## src/rtl/sprite_pixel_engine.sv

```systemverilog
// sprite_pixel_engine: three-sprite priority compositor with a per-frame descriptor latch.
// Define SPRITE_HFLIP_EN to honour descriptor bit 30 as a horizontal mirror.
module sprite_pixel_engine #(
  parameter int          SPR_SIZE   = 32,
  parameter int          H_ACTIVE   = 640,
  parameter int          V_ACTIVE   = 480,
  parameter logic [23:0] TRANSP_KEY = 24'hFF00FF,
  parameter logic [23:0] BG_COLOR   = 24'h000000
) (
  input  logic        clk,
  input  logic        reset,
  input  logic [9:0]  hcount,
  input  logic [9:0]  vcount,
  input  logic [31:0] sprite1_in,
  input  logic [31:0] sprite2_in,
  input  logic [31:0] sprite3_in,
  output logic [9:0]  addr_ship,
  output logic [9:0]  addr_pig,
  output logic [9:0]  addr_bee,
  input  logic [23:0] M_ship,
  input  logic [23:0] M_pig,
  input  logic [23:0] M_bee,
  output logic [23:0] rgb_out,
  output logic        frame_latch
);
  localparam int AW = $clog2(SPR_SIZE);
  logic [2:0][31:0] shadow_q;
  logic [2:0][9:0]  addr_d, addr_q;
  logic [2:0]       hit_d, hit0_q, hit1_q, opq;
  logic             act0_q, act1_q, fl_q, latch, active;
  logic [23:0]      rgb_d, rgb_q;
  logic             unused_bits;
  assign latch  = hcount == '0 && vcount == 10'(V_ACTIVE);
  assign active = hcount < 10'(H_ACTIVE) && vcount < 10'(V_ACTIVE);
  assign unused_bits = ^{shadow_q[0][30:20], shadow_q[1][30:20], shadow_q[2][30:20]};
  for (genvar i = 0; i < 3; i++) begin : g_spr
    logic [10:0]   x, y, h, v, dx, dy;
    logic [AW-1:0] cx;
    logic          unused_hi;
    assign x  = {1'b0, shadow_q[i][9:0]};
    assign y  = {1'b0, shadow_q[i][19:10]};
    assign h  = {1'b0, hcount};
    assign v  = {1'b0, vcount};
    assign dx = h - x;
    assign dy = v - y;
    assign unused_hi = ^{dx[10:AW], dy[10:AW]};
    // 11-bit bounds keep a sprite near the right edge from wrapping onto column 0
    assign hit_d[i] = shadow_q[i][31] && h >= x && h < x + 11'(SPR_SIZE) &&
                      v >= y && v < y + 11'(SPR_SIZE);
`ifdef SPRITE_HFLIP_EN
    assign cx = shadow_q[i][30] ? AW'(SPR_SIZE - 1) - dx[AW-1:0] : dx[AW-1:0];
`else
    assign cx = dx[AW-1:0];
`endif
    assign addr_d[i] = hit_d[i] ? {dy[AW-1:0], cx} : '0;
  end
  assign opq = {hit1_q[2] && M_bee  != TRANSP_KEY,
                hit1_q[1] && M_pig  != TRANSP_KEY,
                hit1_q[0] && M_ship != TRANSP_KEY};
  always_comb rgb_d = !act1_q ? '0 : opq[0] ? M_ship : opq[1] ? M_pig : opq[2] ? M_bee : BG_COLOR;
  always_ff @(posedge clk) begin
    if (reset) begin
      shadow_q <= '0;
      addr_q   <= '0;
      hit0_q   <= '0;
      hit1_q   <= '0;
      act0_q   <= 1'b0;
      act1_q   <= 1'b0;
      fl_q     <= 1'b0;
      rgb_q    <= '0;
    end else begin
      if (latch) shadow_q <= {sprite3_in, sprite2_in, sprite1_in};
      fl_q   <= latch;
      addr_q <= addr_d;
      hit0_q <= hit_d;
      hit1_q <= hit0_q;
      act0_q <= active;
      act1_q <= act0_q;
      rgb_q  <= rgb_d;
    end
  end
  assign addr_ship   = addr_q[0];
  assign addr_pig    = addr_q[1];
  assign addr_bee    = addr_q[2];
  assign rgb_out     = rgb_q;
  assign frame_latch = fl_q;
endmodule

```

## config.mk

```make
export PLATFORM = sky130hd
export DESIGN_NAME = sprite_pixel_engine
export DESIGN_NICKNAME = d
export VERILOG_FILES = /design/src/rtl/sprite_pixel_engine.sv
export SDC_FILE = /design/constraint.sdc
export NUM_CORES = 1
export LEC_CHECK = 0
export BUFFER_PORTS_ARGS = -buffer_cell sky130_fd_sc_hd__buf_4
export CAP_MARGIN = 20
export CORE_ASPECT_RATIO = 0.9
export CORE_MARGIN = 1.5
export CORE_UTILIZATION = 35
export DETAILED_ROUTE_END_ITERATION = 10
export PLACE_DENSITY = 0.57
export SETUP_SLACK_MARGIN = 0.3
export SYNTH_ARGS = -nofsm -noshare
export SYNTH_HDL_FRONTEND = slang
export SYNTH_SLANG_ARGS = --single-unit
```

## constraint.sdc

```tcl
create_clock -name clk -period 2.81 [get_ports clk]
set_input_delay 0.1405 -clock clk [delete_from_list [all_inputs] [get_ports clk]]
set_output_delay 0.1405 -clock clk [all_outputs]
set_load 0.005 [all_outputs]
```

== After elaboration in Yosys (flattened, before gate mapping) ==
Index checks and enable logic that the tools add are counted.
Storage, ports and cells
  flip-flop bits (word level): 159
  input port bits: 190
Operators by class
  add/sub/neg operators: 12
  mux-type cells: 3
  reduce and logical (&&, ||, !) cells: 22
  bitwise gates (word level): 4
  order comparisons: 14
  equality and inequality tests: 4
Operators with widths (count)
  $mux 24: 3
  $ne 24x24->1 const B: 3
  $add 10x6->11 const B: 6
  $lt 10x11->1: 6
  $ge 10x10->1: 6
  $sub 5x5->5: 6
  $logic_and 1x1->1: 17
  $eq 10x9->1 const B: 1
  $logic_not 10->1: 1
  $lt 10x10->1 const B: 1
  $lt 10x9->1 const B: 1
  $reduce_or 2->1: 4
  $not 1->1: 4

== Depth between registers and ports, before layout ==
Gate-level depths: netlist of the first run.
  depth after elaboration: 7
  gate-level depth with buffers: 11
  depth with buffers taken out: 10

== Worst setup path before layout of the first run ==
OpenSTA, ideal clock, no wires.
  path kind: flip-flop to flip-flop
  start point: reg shadow_q, in the netlist g_spr[2].x[5]
  end point: reg addr_q, in the netlist addr_bee[4]
  arrival time: 2471 ps
  cell stages (with the launch flop): 12
  path slack: 253 ps
  buffers on the path: 1
  clock period less this slack: 2557 ps
  required time: 2724 ps
  cells stage by stage: dfxtp_1 > inv_1 > nor3_1 > xnor2_1 > ha_1 > a21o_1 > a21oi_1 > a31oi_1 > a2111oi_0 > nand4bb_1 > clkbuf_1 > a211oi_1
On the way
  longest elaborated chain between the ends: 7
RTL lines
  from (decl): line 27  | logic [2:0][31:0] shadow_q;
  from (signal assigned): line 72  | if (latch) shadow_q <= {sprite3_in, sprite2_in, sprite1_in};
  $add 10x6->11 / $ge 10x10->1 (equally long branches): line 48  | assign hit_d[i] = shadow_q[i][31] && h >= x && h < x + 11'(SPR_SIZE) &&
  $lt 10x11->1 / $logic_and 1x1->1 (equally long branches): line 48
  $logic_and 1x1->1 * (2 in a row): line 48
  $logic_and 1x1->1 *: line 49  | v >= y && v < y + 11'(SPR_SIZE);
  $not 1->1 (no line) *
  $reduce_or 2->1 (no line) *
  to (signal assigned): line 74  | addr_q <= addr_d;
  to (decl): line 28  | logic [2:0][9:0] addr_d, addr_q;
Every way passes the cells marked *; elsewhere a longest branch is shown, timed or not.
A chain may end at the register's enable or synchronous reset.

== Worst setup path after layout of the first run ==
  start point: reg shadow_q, in the netlist g_spr[2].y[0]
  end point: reg addr_q, in the netlist addr_bee[7]
On the way
  longest elaborated chain between the ends: 5
RTL lines (line)
  $add 10x6->11 / $ge 10x10->1 (equally long branches): 49
  $lt 10x11->1 / $logic_and 1x1->1 (equally long branches): 49, 48
  $logic_and 1x1->1: 49
  $not 1->1 (no line)
  $reduce_or 2->1 (no line)
Parallel ways exist; a longest one is shown, timed or not.

==> results.sh, run 1 <==
export IMPL_outcome="finished, final reports clean"
export IMPL_gr_total_overflow=0
export IMPL_yosys_top_cell_by_area="sky130_fd_sc_hd__dfxtp_1"
export IMPL_syn_to_final_growth_pct=52.1
export IMPL_final_util=0.541
export IMPL_number_of_design_rule_violations_left_by_the_first_detailed_router_iteration=373
export IMPL_parity_gate_share_of_the_synthesized_area_counting_xor_and_xnor_cells=0.0344
export IMPL_clockPowerShare=0.497
export IMPL_cts_path_max_buffers=2
export IMPL_hpwlAfterDp_mm=17.4
export IMPL_powerDensity_mw_per_mm2=426
export IMPL_die_h_um=141
export IMPL_ys_types=53
export IMPL_tritoncts_num_sinks=126
export IMPL_crit_path_end_kind="register"
export IMPL_p_int_uw=3660
export IMPL_track_usage=0.218
export IMPL_post_synth_cell_area_avg_um2=8.19
export IMPL_seqPwrFrac=0.374
export IMPL_drc=0
export IMPL_vias=7607
export IMPL_layout_cells_non_filler=1532
export IMPL_timing_critical_path_required_ns=3.18
export IMPL_fmax_mhz=405
export IMPL_synth_compound_area_frac=0.186
export IMPL_routability_congestion_estimate=0.848
export IMPL_power_ir_vdd_worst_mv=0.340
export IMPL_pwr_share_comb=0.129
export IMPL_synthAdderAreaFrac=0.179
export IMPL_detailed_routing_iteration_count_for_the_pre_antenna_repair_pass=5
export IMPL_starting_density=0.356
export IMPL_portBuffers=211
export IMPL_layout_drive_gt1_share=0.250
export IMPL_register_clock_pin_slew_on_the_reported_worst_setup_and_hold_paths_ns=0.06
export IMPL_vias_in_the_first_global_route=7557
export IMPL_drv_slew=0
export IMPL_avgViaCountPerCell=4.97
export IMPL_synth_cells=902
export IMPL_post_place_worst_slack_ns=-0.0125
export IMPL_htree_num_levels=4
export IMPL_setup_violations=0
export IMPL_synth_area_mm2=0.00738
export IMPL_power_share_switching=0.236
export IMPL_num_io_pins=245
export IMPL_synthesis_nets=1194
export IMPL_design_die_area_mm2=0.0220
export IMPL_layout_nets=1524
export IMPL_yosysTopAreaCellShare=0.342
export IMPL_timing_setup_critical_path_class="register to register"
export IMPL_layout_worst_path_cycle_share=0.878
export IMPL_timing_max_slew_rel_slack=0.568
export IMPL_core_area_mm2=0.0208
export IMPL_route_antenna_remaining_nets=0
export IMPL_max_slew_worst_pin_slew_ns=0.632
export IMPL_path_max_fanout=4
export IMPL_crit_arrival_ns=2.84
export IMPL_grt_antenna_before_repair=1
export IMPL_switchingPower_uw=1130
export IMPL_leading_register_cell_type_out_of_synthesis="sky130_fd_sc_hd__dfxtp_1"
export IMPL_setup_slack_ns=0.341
export IMPL_unrepaired_setup_endpoints_after_global_routing="yes"
export IMPL_total_power_uw=4780
export IMPL_cts_tree="built"
export IMPL_grt_pass1_wl_mm=37.5
export IMPL_row_count=50
export IMPL_wl_per_cell_um=15.7
export IMPL_largest_net_degree_at_the_start_of_global_routing=44
export IMPL_synth_top_family_by_area="simple AND/OR/NAND/NOR gates"
export IMPL_synth_mux_area_frac=0
export IMPL_ys_top_cells_by_area="sky130_fd_sc_hd__dfxtp_1 34%, sky130_fd_sc_hd__ha_1 16%, sky130_fd_sc_hd__nand2_1 7.4%, sky130_fd_sc_hd__a21oi_1 6.2%, sky130_fd_sc_hd__inv_1 3.8%"
export IMPL_yosys_area_share_simple=0.200
export IMPL_timing_max_cap_violations=0
export IMPL_final_setup_skew_ns=0.0119
export IMPL_drt_total_wl_mm=24.1
export IMPL_tritoncts_num_buffers=17
export IMPL_setup_worst_path_start_class="register"
export IMPL_report_final_hold_viol_count=0
export IMPL_synth_seq_cells=126
export IMPL_insertion_delay_ns=0.43
export IMPL_synth_yosys_warnings=0
export IMPL_leakage_uw=0.00453
export IMPL_dp_cells=1382
export IMPL_fp_dieW_um=156
export IMPL_min_delay_path_class="primary input to register"
export IMPL_root_buffer="sky130_fd_sc_hd__clkbuf_16"
export IMPL_min_period_ns=2.47
export IMPL_synth_enable_flop_cells=0
export IMPL_ys_async_sr_fraction=0
export IMPL_yosysSeqAreaShare=0.342
-- layout make-up --
cell class	instances	area, um^2
clock buffers	21	460
well taps	286	358
fillers	1984	9540
repair buffers	344	2850
clock inverters	11	164
flip-flops and latches	126	2530
multi-input cells	665	4570
diodes	1	2.50
inverters	78	293
-- cells in the mapped netlist (all sizes together) (2+ instances only) --
cell type and number:
nand2 145, dfxtp 126, ha 96, a21oi 92, inv 78, nor2 65
o21ai 42, clkbuf 31, xnor2 25, a221oi 22, nand3 22, nand4 17
nor2b 16, nor4 10, and3 8, o21a 8, a211oi 7, a21o 7
a31oi 7, nand2b 7, fa 6, nor3 5, nor4b 5, a32oi 4
a41oi 4, and4 4, o2111ai 4, xor2 4, a2111oi 3, o211ai 3
o31a 3, a311oi 2, and4b 2, buf 2, nand4b 2, nor3b 2
o31ai 2, o41ai 2, or2 2, or3 2, or4b 2
-- metrics by stage --
stage               area [um^2]  TNS [ns]  hold slack (ns)
floorplan                  7390         0            0.258
global placement           9330         0            0.380
detailed placement         9330   -0.0125            0.381
CTS                       11100         0          0.00177
global route              11200         0           0.0123
finish                    11200         0          0.00496
-- power groups by stage --
stage          logic (uW)  registers, uW  clock network (uW)
3_5_place_dp          492           1830                   0
2_1_floorplan         212           1830                   0
5_1_grt               674           1790                2490
4_1_cts               598           1790                2420
6_report              616           1790                2380
3_3_place_gp          494           1830                   0
-- critical path, cell delays in order, from the launching register on --
cell                        delay, ns
sky130_fd_sc_hd__dfxtp_2         0.33
sky130_fd_sc_hd__ha_4            0.16
sky130_fd_sc_hd__fa_2            0.37
sky130_fd_sc_hd__nand2b_4        0.16
sky130_fd_sc_hd__a21oi_4         0.13
sky130_fd_sc_hd__o211ai_1        0.21
sky130_fd_sc_hd__a2111oi_2       0.39
sky130_fd_sc_hd__nand4bb_1       0.21
sky130_fd_sc_hd__buf_6           0.19
sky130_fd_sc_hd__buf_4           0.15
sky130_fd_sc_hd__nor2_2          0.09
-- state kept, by name, summed over array words and instances (netlist names), 3 cells and up --
name / flops
addr_pig: 10
addr_ship: 10
rgb_out: 24
g_spr.x: 30
addr_bee: 10
g_spr.y: 30
hit0_q: 3
shadow_q: 3
hit1_q: 3
-- final timing paths --
check	slack, ns	start	end	depth (start not counted)
min reg2reg	0.44	hit0_q[1]	hit1_q[1]	1
min	0.005	sprite2_in[11]	g_spr[1].y[1]	3
max	0.34	g_spr[2].y[0]	addr_bee[7]	10
max reg2reg	0.34	g_spr[2].y[0]	addr_bee[7]	10
-- per-layer routing --
metal | global-route usage | vias up | wire (um)
met2 | 0.370 | 231 | 11300
li1 | - | 3843 | -
met5 | 0 | - | 0
met4 | 0.0707 | 0 | 410
met3 | 0.0440 | 45 | 1290
met1 | 0.276 | 3488 | 11100
-- cell usage in the layout, fill, tap and decap left out, types with 15 or more instances in the layout --
master and count:
sky130_fd_sc_hd__nand2_1 144, sky130_fd_sc_hd__nand4_1 17, sky130_fd_sc_hd__xnor2_1 25, sky130_fd_sc_hd__ha_1 95, sky130_fd_sc_hd__clkbuf_16 17, sky130_fd_sc_hd__nand3_1 22, sky130_fd_sc_hd__o21ai_0 39, sky130_fd_sc_hd__a221oi_1 22
sky130_fd_sc_hd__dlygate4sd3_1 104, sky130_fd_sc_hd__dfxtp_1 118, sky130_fd_sc_hd__nor2_1 61, sky130_fd_sc_hd__nor2b_1 15, sky130_fd_sc_hd__inv_1 74, sky130_fd_sc_hd__a21oi_1 89, sky130_fd_sc_hd__buf_4 238
-- cell families (layout without fill, tap and decap cells) --
logic type,count (synthesis),after routing
xor gates and xnor gates,29,29
AOI/OAI and AO/OA,217,217
and+or+nand+nor,317,317
other,0,1
DFF,126,126
buffers and inverters,111,454
adders and majority gates,102,102
-- repair_timing --
item,in CTS,in global routing
hold endpoints to repair,81,0
hold buffers,106,0
setup endpoints to repair,16,40
gates resized for setup,11,24
pin swaps,5,12
buffers inserted,5,8
(Power assumes the default switching activity.)
==> run 2: changes to the inputs <==
GPL_TIMING_DRIVEN = 0   (was unset)
==> run 2 against run 1 <==
Combinational power up 3%; worst setup slack got worse by 0.13 ns; sequential power barely moved; highest routed layer unchanged.
==> results.sh, run 2 (synthesized netlist as in run 1, its figures left out) <==
export IMPL_timing_critical_path_slowest_stage_cell="sky130_fd_sc_hd__a2111oi_2"
export IMPL_hold_path_endpoint="rgb_out[20]"
export IMPL_final_cell_mix="225 x sky130_fd_sc_hd__buf_4, 144 x sky130_fd_sc_hd__nand2_1, 117 x sky130_fd_sc_hd__dfxtp_1, 110 x sky130_fd_sc_hd__dlygate4sd3_1, 94 x sky130_fd_sc_hd__ha_1"
export IMPL_path_max_fanout=4
export IMPL_pwr_share_comb=0.142
export IMPL_regToRegEndpoint="addr_bee[1]"
export IMPL_leakage_uw=0.00450
export IMPL_largest_net_degree_at_the_start_of_global_routing=17
export IMPL_die_h_um=141
export IMPL_power_ir_vdd_worst_mv=0.372
export IMPL_report_final_hold_viol_count=0
export IMPL_switchingPower_uw=1090
export IMPL_timing_critical_path_required_ns=3.17
export IMPL_timing_setup_critical_path_class="register to register"
export IMPL_fmax_mhz=385
export IMPL_worst_path_dominant_cell_family="compound AO/OA/AOI/OAI gates"
export IMPL_layout_area_seq_mm2=0.00254
export IMPL_starting_density=0.356
export IMPL_crit_buf_inv=2
export IMPL_core_area_mm2=0.0208
export IMPL_detailed_routing_iteration_count_for_the_pre_antenna_repair_pass=6
export IMPL_reg2regPathDepth=10
export IMPL_layout_cells_non_filler=1554
export IMPL_design_die_area_mm2=0.0220
export IMPL_worstSetupStartpoint="g_spr[2].y[0]"
export IMPL_outcome="finished, final reports clean"
export IMPL_timing_rr_start="g_spr[2].y[0]"
export IMPL_tritoncts_num_buffers=17
export IMPL_tritoncts_num_sinks=126
export IMPL_layout_drive_gt1_share=0.234
export IMPL_setup_violations=0
export IMPL_register_clock_pin_slew_on_the_reported_worst_setup_and_hold_paths_ns=0.06
export IMPL_htree_num_levels=4
export IMPL_drc=0
export IMPL_post_place_worst_slack_ns=-0.421
export IMPL_portBuffers=210
export IMPL_hpwlAfterDp_mm=17.8
export IMPL_fp_dieW_um=156
export IMPL_layout_nets=1550
export IMPL_powerDensity_mw_per_mm2=399
export IMPL_min_delay_path_class="primary input to register"
export IMPL_setup_slack_ns=0.216
export IMPL_power_share_switching=0.243
export IMPL_p_int_uw=3390
export IMPL_wl_per_cell_um=15.7
export IMPL_syn_to_final_growth_pct=52.1
export IMPL_vias=7722
export IMPL_multi_input_comb_area_mm2=0.00454
export IMPL_timing_max_cap_violations=0
export IMPL_final_fill_count=2031
export IMPL_grt_pass1_wl_mm=37.2
export IMPL_setup_tns_ns=0
export IMPL_seqPwrFrac=0.399
export IMPL_route_antenna_remaining_nets=0
export IMPL_grt_antenna_before_repair=0
export IMPL_insertedDiodeCount=0
export IMPL_unrepaired_setup_endpoints_after_global_routing="yes"
export IMPL_number_of_design_rule_violations_left_by_the_first_detailed_router_iteration=377
export IMPL_cts_tree="built"
export IMPL_gr_total_overflow=0
export IMPL_crit_path_end_kind="register"
export IMPL_routability_congestion_estimate=0.866
export IMPL_max_slew_worst_pin_slew_ns=0.914
export IMPL_row_count=50
export IMPL_drt_total_wl_mm=24.4
export IMPL_track_usage=0.218
export IMPL_dp_cells=1398
export IMPL_critical_path_max_stage_delay_ns=0.46
export IMPL_hold_path_startpoint="M_bee[20]"
export IMPL_avgViaCountPerCell=4.97
export IMPL_drv_slew=0
export IMPL_min_path_cells=3
export IMPL_layout_worst_path_cycle_share=0.923
export IMPL_critical_path_cell_chain="ha_4, fa_2, nand2b_4, a21oi_4, o211ai_1, a2111oi_2, nand4bb_1, buf_4, clkbuf_8, nor2_2"
export IMPL_clockPowerShare=0.459
export IMPL_timing_max_slew_rel_slack=0.387
export IMPL_worst_case_register_to_register_setup_slack_ns=0.22
export IMPL_min_period_ns=2.59
export IMPL_num_io_pins=245
export IMPL_cts_path_max_buffers=2
export IMPL_crit_arrival_ns=2.95
export IMPL_final_setup_skew_ns=0.00647
export IMPL_insertion_delay_ns=0.42
export IMPL_root_buffer="sky130_fd_sc_hd__clkbuf_16"
export IMPL_setup_worst_path_start_class="register"
export IMPL_vias_in_the_first_global_route=7460
export IMPL_layout_cells_most_common="sky130_fd_sc_hd__buf_4"
export IMPL_finalHoldWorstSlack_ns=0.0141
[run 2: routing by layer]
metal | wire (um) | vias to the layer above | share of wire | GRT usage
li1 | - | 3899 | - | -
met1 | 11400 | 3523 | 0.47 | 0.278
met2 | 11200 | 258 | 0.46 | 0.369
met3 | 1230 | 42 | 0.050 | 0.0430
met4 | 560 | 0 | 0.023 | 0.0717
met5 | 0 | - | 0 | 0
[run 2: repair_timing]
| item | in CTS | in global routing |
|---|---|---|
| pin swaps | 6 | 12 |
| endpoints found under the setup margin | 16 | 28 |
| setup buffers | 7 | 8 |
| resized for setup | 18 | 24 |
| cloned | 1 | 1 |
| hold buffers | 110 | 0 |
| hold endpoints to repair | 85 | 0 |
[run 2: worst max-delay path by stage]
stage	endpoint	cells after the start
final	addr_bee[1]	10
after detailed placement	addr_bee[4]	11
after global routing	addr_bee[6]	10
after floorplan	addr_bee[4]	11
after global placement	addr_bee[4]	11
after CTS	addr_bee[8]	11
[run 2: metrics by stage]
step	util	area [um^2]	total power, uW
after floorplan	-	7390	2040
after global placement	0.449	9330	2320
after detailed placement	0.449	9330	2320
after CTS	0.534	11100	4510
after global routing	0.541	11200	4650
final	0.541	11200	4480
[run 2: worst register-to-register path: stages (launching register included)]
cell	delay (ns)
sky130_fd_sc_hd__dfxtp_2	0.33
sky130_fd_sc_hd__ha_4	0.16
sky130_fd_sc_hd__fa_2	0.37
sky130_fd_sc_hd__nand2b_4	0.16
sky130_fd_sc_hd__a21oi_4	0.13
sky130_fd_sc_hd__o211ai_1	0.24
sky130_fd_sc_hd__a2111oi_2	0.47
sky130_fd_sc_hd__nand4bb_1	0.22
sky130_fd_sc_hd__buf_4	0.19
sky130_fd_sc_hd__clkbuf_8	0.16
sky130_fd_sc_hd__nor2_2	0.10
[run 2: power by group through the flow]
stage	Combinational (uW)	Clock (uW)	Sequential, uW
5_1_grt	693	2170	1790
3_3_place_gp	492	0	1830
2_1_floorplan	212	0	1830
6_report	634	2060	1790
3_5_place_dp	493	0	1830
4_1_cts	619	2100	1790
[run 2: area by class of cell]
cell class                      count  area share
Buffer                             33      0.0137
Clock buffer                       24      0.0456
Clock inverter                      5     0.00290
Inverter                           78      0.0261
Multi-Input combinational cell    666       0.405
Sequential cell                   126       0.226
Tap cell                          286      0.0319
Timing Repair Buffer              336       0.250
==> run 3: changes to the inputs <==
CELL_PAD_IN_SITES_DETAIL_PLACEMENT = 2   (was unset)
CELL_PAD_IN_SITES_GLOBAL_PLACEMENT = 2   (was unset)
CORE_UTILIZATION = 29   (was 35)
GPL_TIMING_DRIVEN = 1   (was 0)
PLACE_DENSITY = 0.79   (was 0.57)
==> run 3 against run 2 <==
The flow now finishes with violations (hold timing); clock skew grew 0.010 ns; clock power grew 7%; critical path type unchanged; worst setup slack gained 0.0025 ns; sequential power is essentially flat; via count grew 5.3%; first-iteration DRC count grew 2.1%; critical path depth grew 2; sequential cell count is the same; total power grew 4.4%; die area grew 20%; core utilization shrank 9.0 points.
==> results.sh, run 3 (synthesized netlist as in run 1, its figures left out) <==
export IMPL_largest_net_degree_at_the_start_of_global_routing=53
export IMPL_powerDensity_mw_per_mm2=414
export IMPL_hpwlAfterDp_mm=21.4
export IMPL_worstSetupStartpoint="g_spr[2].x[7]"
export IMPL_layout_cells_most_common="sky130_fd_sc_hd__buf_4"
export IMPL_cpMostUsedCell="sky130_fd_sc_hd__buf_6"
export IMPL_wl_per_cell_um=22.0
export IMPL_cts_tree="built"
export IMPL_crit_arrival_ns=2.95
export IMPL_drt_total_wl_mm=34.6
export IMPL_route_antenna_remaining_nets=0
export IMPL_timing_critical_path_slowest_stage_cell="sky130_fd_sc_hd__a2111oi_4"
export IMPL_row_count=55
export IMPL_register_clock_pin_slew_on_the_reported_worst_setup_and_hold_paths_ns=0.06
export IMPL_routability_congestion_estimate=0.814
export IMPL_critical_path_max_stage_delay_ns=0.47
export IMPL_syn_to_final_growth_pct=52.8
export IMPL_outcome="complete, but fails checks"
export IMPL_layout_worst_path_cycle_share=0.922
export IMPL_regToRegEndpoint="addr_bee[3]"
export IMPL_critical_path_cell_chain="inv_2, nor3_4, xnor2_2, ha_1, a21o_1, a21oi_2, a31oi_2, a2111oi_4, nand4bb_4, buf_6, buf_6, nor2_1"
export IMPL_vias=8132
export IMPL_gr_total_overflow=0
export IMPL_max_slew_worst_pin_slew_ns=0.709
export IMPL_drc=0
export IMPL_postLayoutCellArea_mm2=0.0113
export IMPL_htree_num_levels=4
export IMPL_design_die_area_mm2=0.0264
export IMPL_portBuffers=211
export IMPL_fmax_mhz=386
export IMPL_core_area_mm2=0.0250
export IMPL_timing_max_cap_violations=0
export IMPL_setup_worst_path_start_class="register"
export IMPL_unrepaired_setup_endpoints_after_global_routing="yes"
export IMPL_starting_density=0.295
export IMPL_grt_antenna_before_repair=0
export IMPL_cts_path_max_buffers=2
export IMPL_min_period_ns=2.59
export IMPL_finalHoldWorstSlack_ns=-0.0137
export IMPL_final_setup_skew_ns=0.0167
export IMPL_final_fill_count=2806
export IMPL_die_h_um=154
export IMPL_total_power_uw=4670
export IMPL_path_max_fanout=4
export IMPL_root_buffer="sky130_fd_sc_hd__clkbuf_16"
export IMPL_report_final_hold_viol_count=3
export IMPL_layout_drive_gt1_share=0.276
export IMPL_timing_rr_start="g_spr[2].x[7]"
export IMPL_vias_in_the_first_global_route=9081
export IMPL_number_of_design_rule_violations_left_by_the_first_detailed_router_iteration=385
export IMPL_crit_path_end_kind="register"
export IMPL_cp_endpoint="addr_bee[3]"
export IMPL_avgViaCountPerCell=5.17
export IMPL_timing_critical_path_required_ns=3.17
export IMPL_placed_cell_area_mm2=0.00939
export IMPL_violations="hold timing"
export IMPL_track_usage=0.247
export IMPL_worst_case_register_to_register_setup_slack_ns=0.22
export IMPL_layout_nets=1512
export IMPL_setup_violations=0
export IMPL_reg2regPathDepth=12
export IMPL_final_cell_mix="237 x sky130_fd_sc_hd__buf_4, 145 x sky130_fd_sc_hd__nand2_1, 116 x sky130_fd_sc_hd__dfxtp_1, 93 x sky130_fd_sc_hd__ha_1, 86 x sky130_fd_sc_hd__a21oi_1"
export IMPL_tritoncts_num_sinks=126
export IMPL_insertedDiodeCount=0
export IMPL_power_ir_vdd_worst_mv=0.340
export IMPL_detailed_routing_iteration_count_for_the_pre_antenna_repair_pass=4
export IMPL_insertion_delay_ns=0.44
export IMPL_tritoncts_num_buffers=17
export IMPL_leakage_uw=0.00446
export IMPL_drv_slew=0
export IMPL_min_delay_path_class="primary input to register"
export IMPL_timing_max_slew_rel_slack=0.522
export IMPL_fp_dieW_um=171
export IMPL_timing_setup_critical_path_class="register to register"
export IMPL_final_util=0.450
export IMPL_num_io_pins=245
export IMPL_grt_pass1_wl_mm=50.2
-- run 3: cell types whose count changed in the layout (fill, tap and decap cells not counted), moves of 4 or more --
cell	before	now
sky130_fd_sc_hd__clkbuf_8	8	3
sky130_fd_sc_hd__a21oi_2	1	6
sky130_fd_sc_hd__buf_6	2	8
sky130_fd_sc_hd__buf_4	225	237
sky130_fd_sc_hd__a21oi_1	90	86
sky130_fd_sc_hd__dlygate4sd3_1	110	84
sky130_fd_sc_hd__clkbuf_1	29	2
-- run 3: area by class of cell --
class | count | area [um^2] | share of cell area
timing repair buffer | 331 | 2740 | 0.243
sequential | 126 | 2540 | 0.226
inverter | 78 | 293 | 0.0259
multi-input combinational | 666 | 4710 | 0.418
clock buffer | 22 | 474 | 0.0420
tap | 342 | 428 | 0.0379
clock inverter | 7 | 88.8 | 0.00787
-- run 3: how the worst min path moves through the flow --
stage | start | to | slack (ns) | depth (start not counted)
floorplan | M_pig[10] | rgb_out[10] | 0.26 | 2
global placement | M_pig[9] | rgb_out[9] | 0.37 | 3
detailed placement | M_pig[10] | rgb_out[10] | 0.38 | 3
CTS | sprite3_in[6] | g_spr[2].x[6] | 0.00004 | 3
global route | sprite2_in[19] | g_spr[1].y[9] | 0.008 | 3
finish | sprite2_in[4] | g_spr[1].x[4] | -0.01 | 3
-- run 3: repair_timing --
item                                    in CTS  in global routing
pin swaps                                    5                 25
gates cloned                                 0                  1
endpoints found under the hold margin       65                  4
setup buffers                                6                 15
gates resized for setup                     18                 59
endpoints found under the setup margin      21                 39
hold buffers                                80                  4
-- run 3: per-layer routing --
layer	global-route usage	up-vias	part of all wire	routed length, um
met5	0	-	0	0
met2	0.448	239	0.52	17900
met1	0.283	3997	0.41	14100
met3	0.0548	84	0.042	1470
li1	-	3812	-	-
met4	0.0890	0	0.034	1180
-- run 3: through the flow --
stage / cells / TNS [ns] / hold slack, ns / setup slack [ns]
finish: 1572 / 0 / -0.0137 / 0.218
floorplan: 902 / 0 / 0.258 / 0.378
detailed placement: 1436 / -0.0469 / 0.382 / -0.0365
global route: 1572 / 0 / 0.00789 / 0.128
CTS: 1551 / 0 / 0.0000408 / 0.241
global placement: 1436 / 0 / 0.374 / 0.152
-- run 3: power breakdown --
part	total [uW]	switching [uW]	internal, uW
Sequential	1780	0.245	1780
Combinational	677	331	346
Clock	2210	855	1360
Total	4670	1190	3490
-- run 3: critical path: cells and delay by family (launching register included) --
kind	cells	cell delay, ns
flops	1	0.37
compound gates	4	0.90
buf+inv	3	0.35
simple gates	3	0.49
fa+ha+maj	1	0.33
xor+xnor	1	0.09
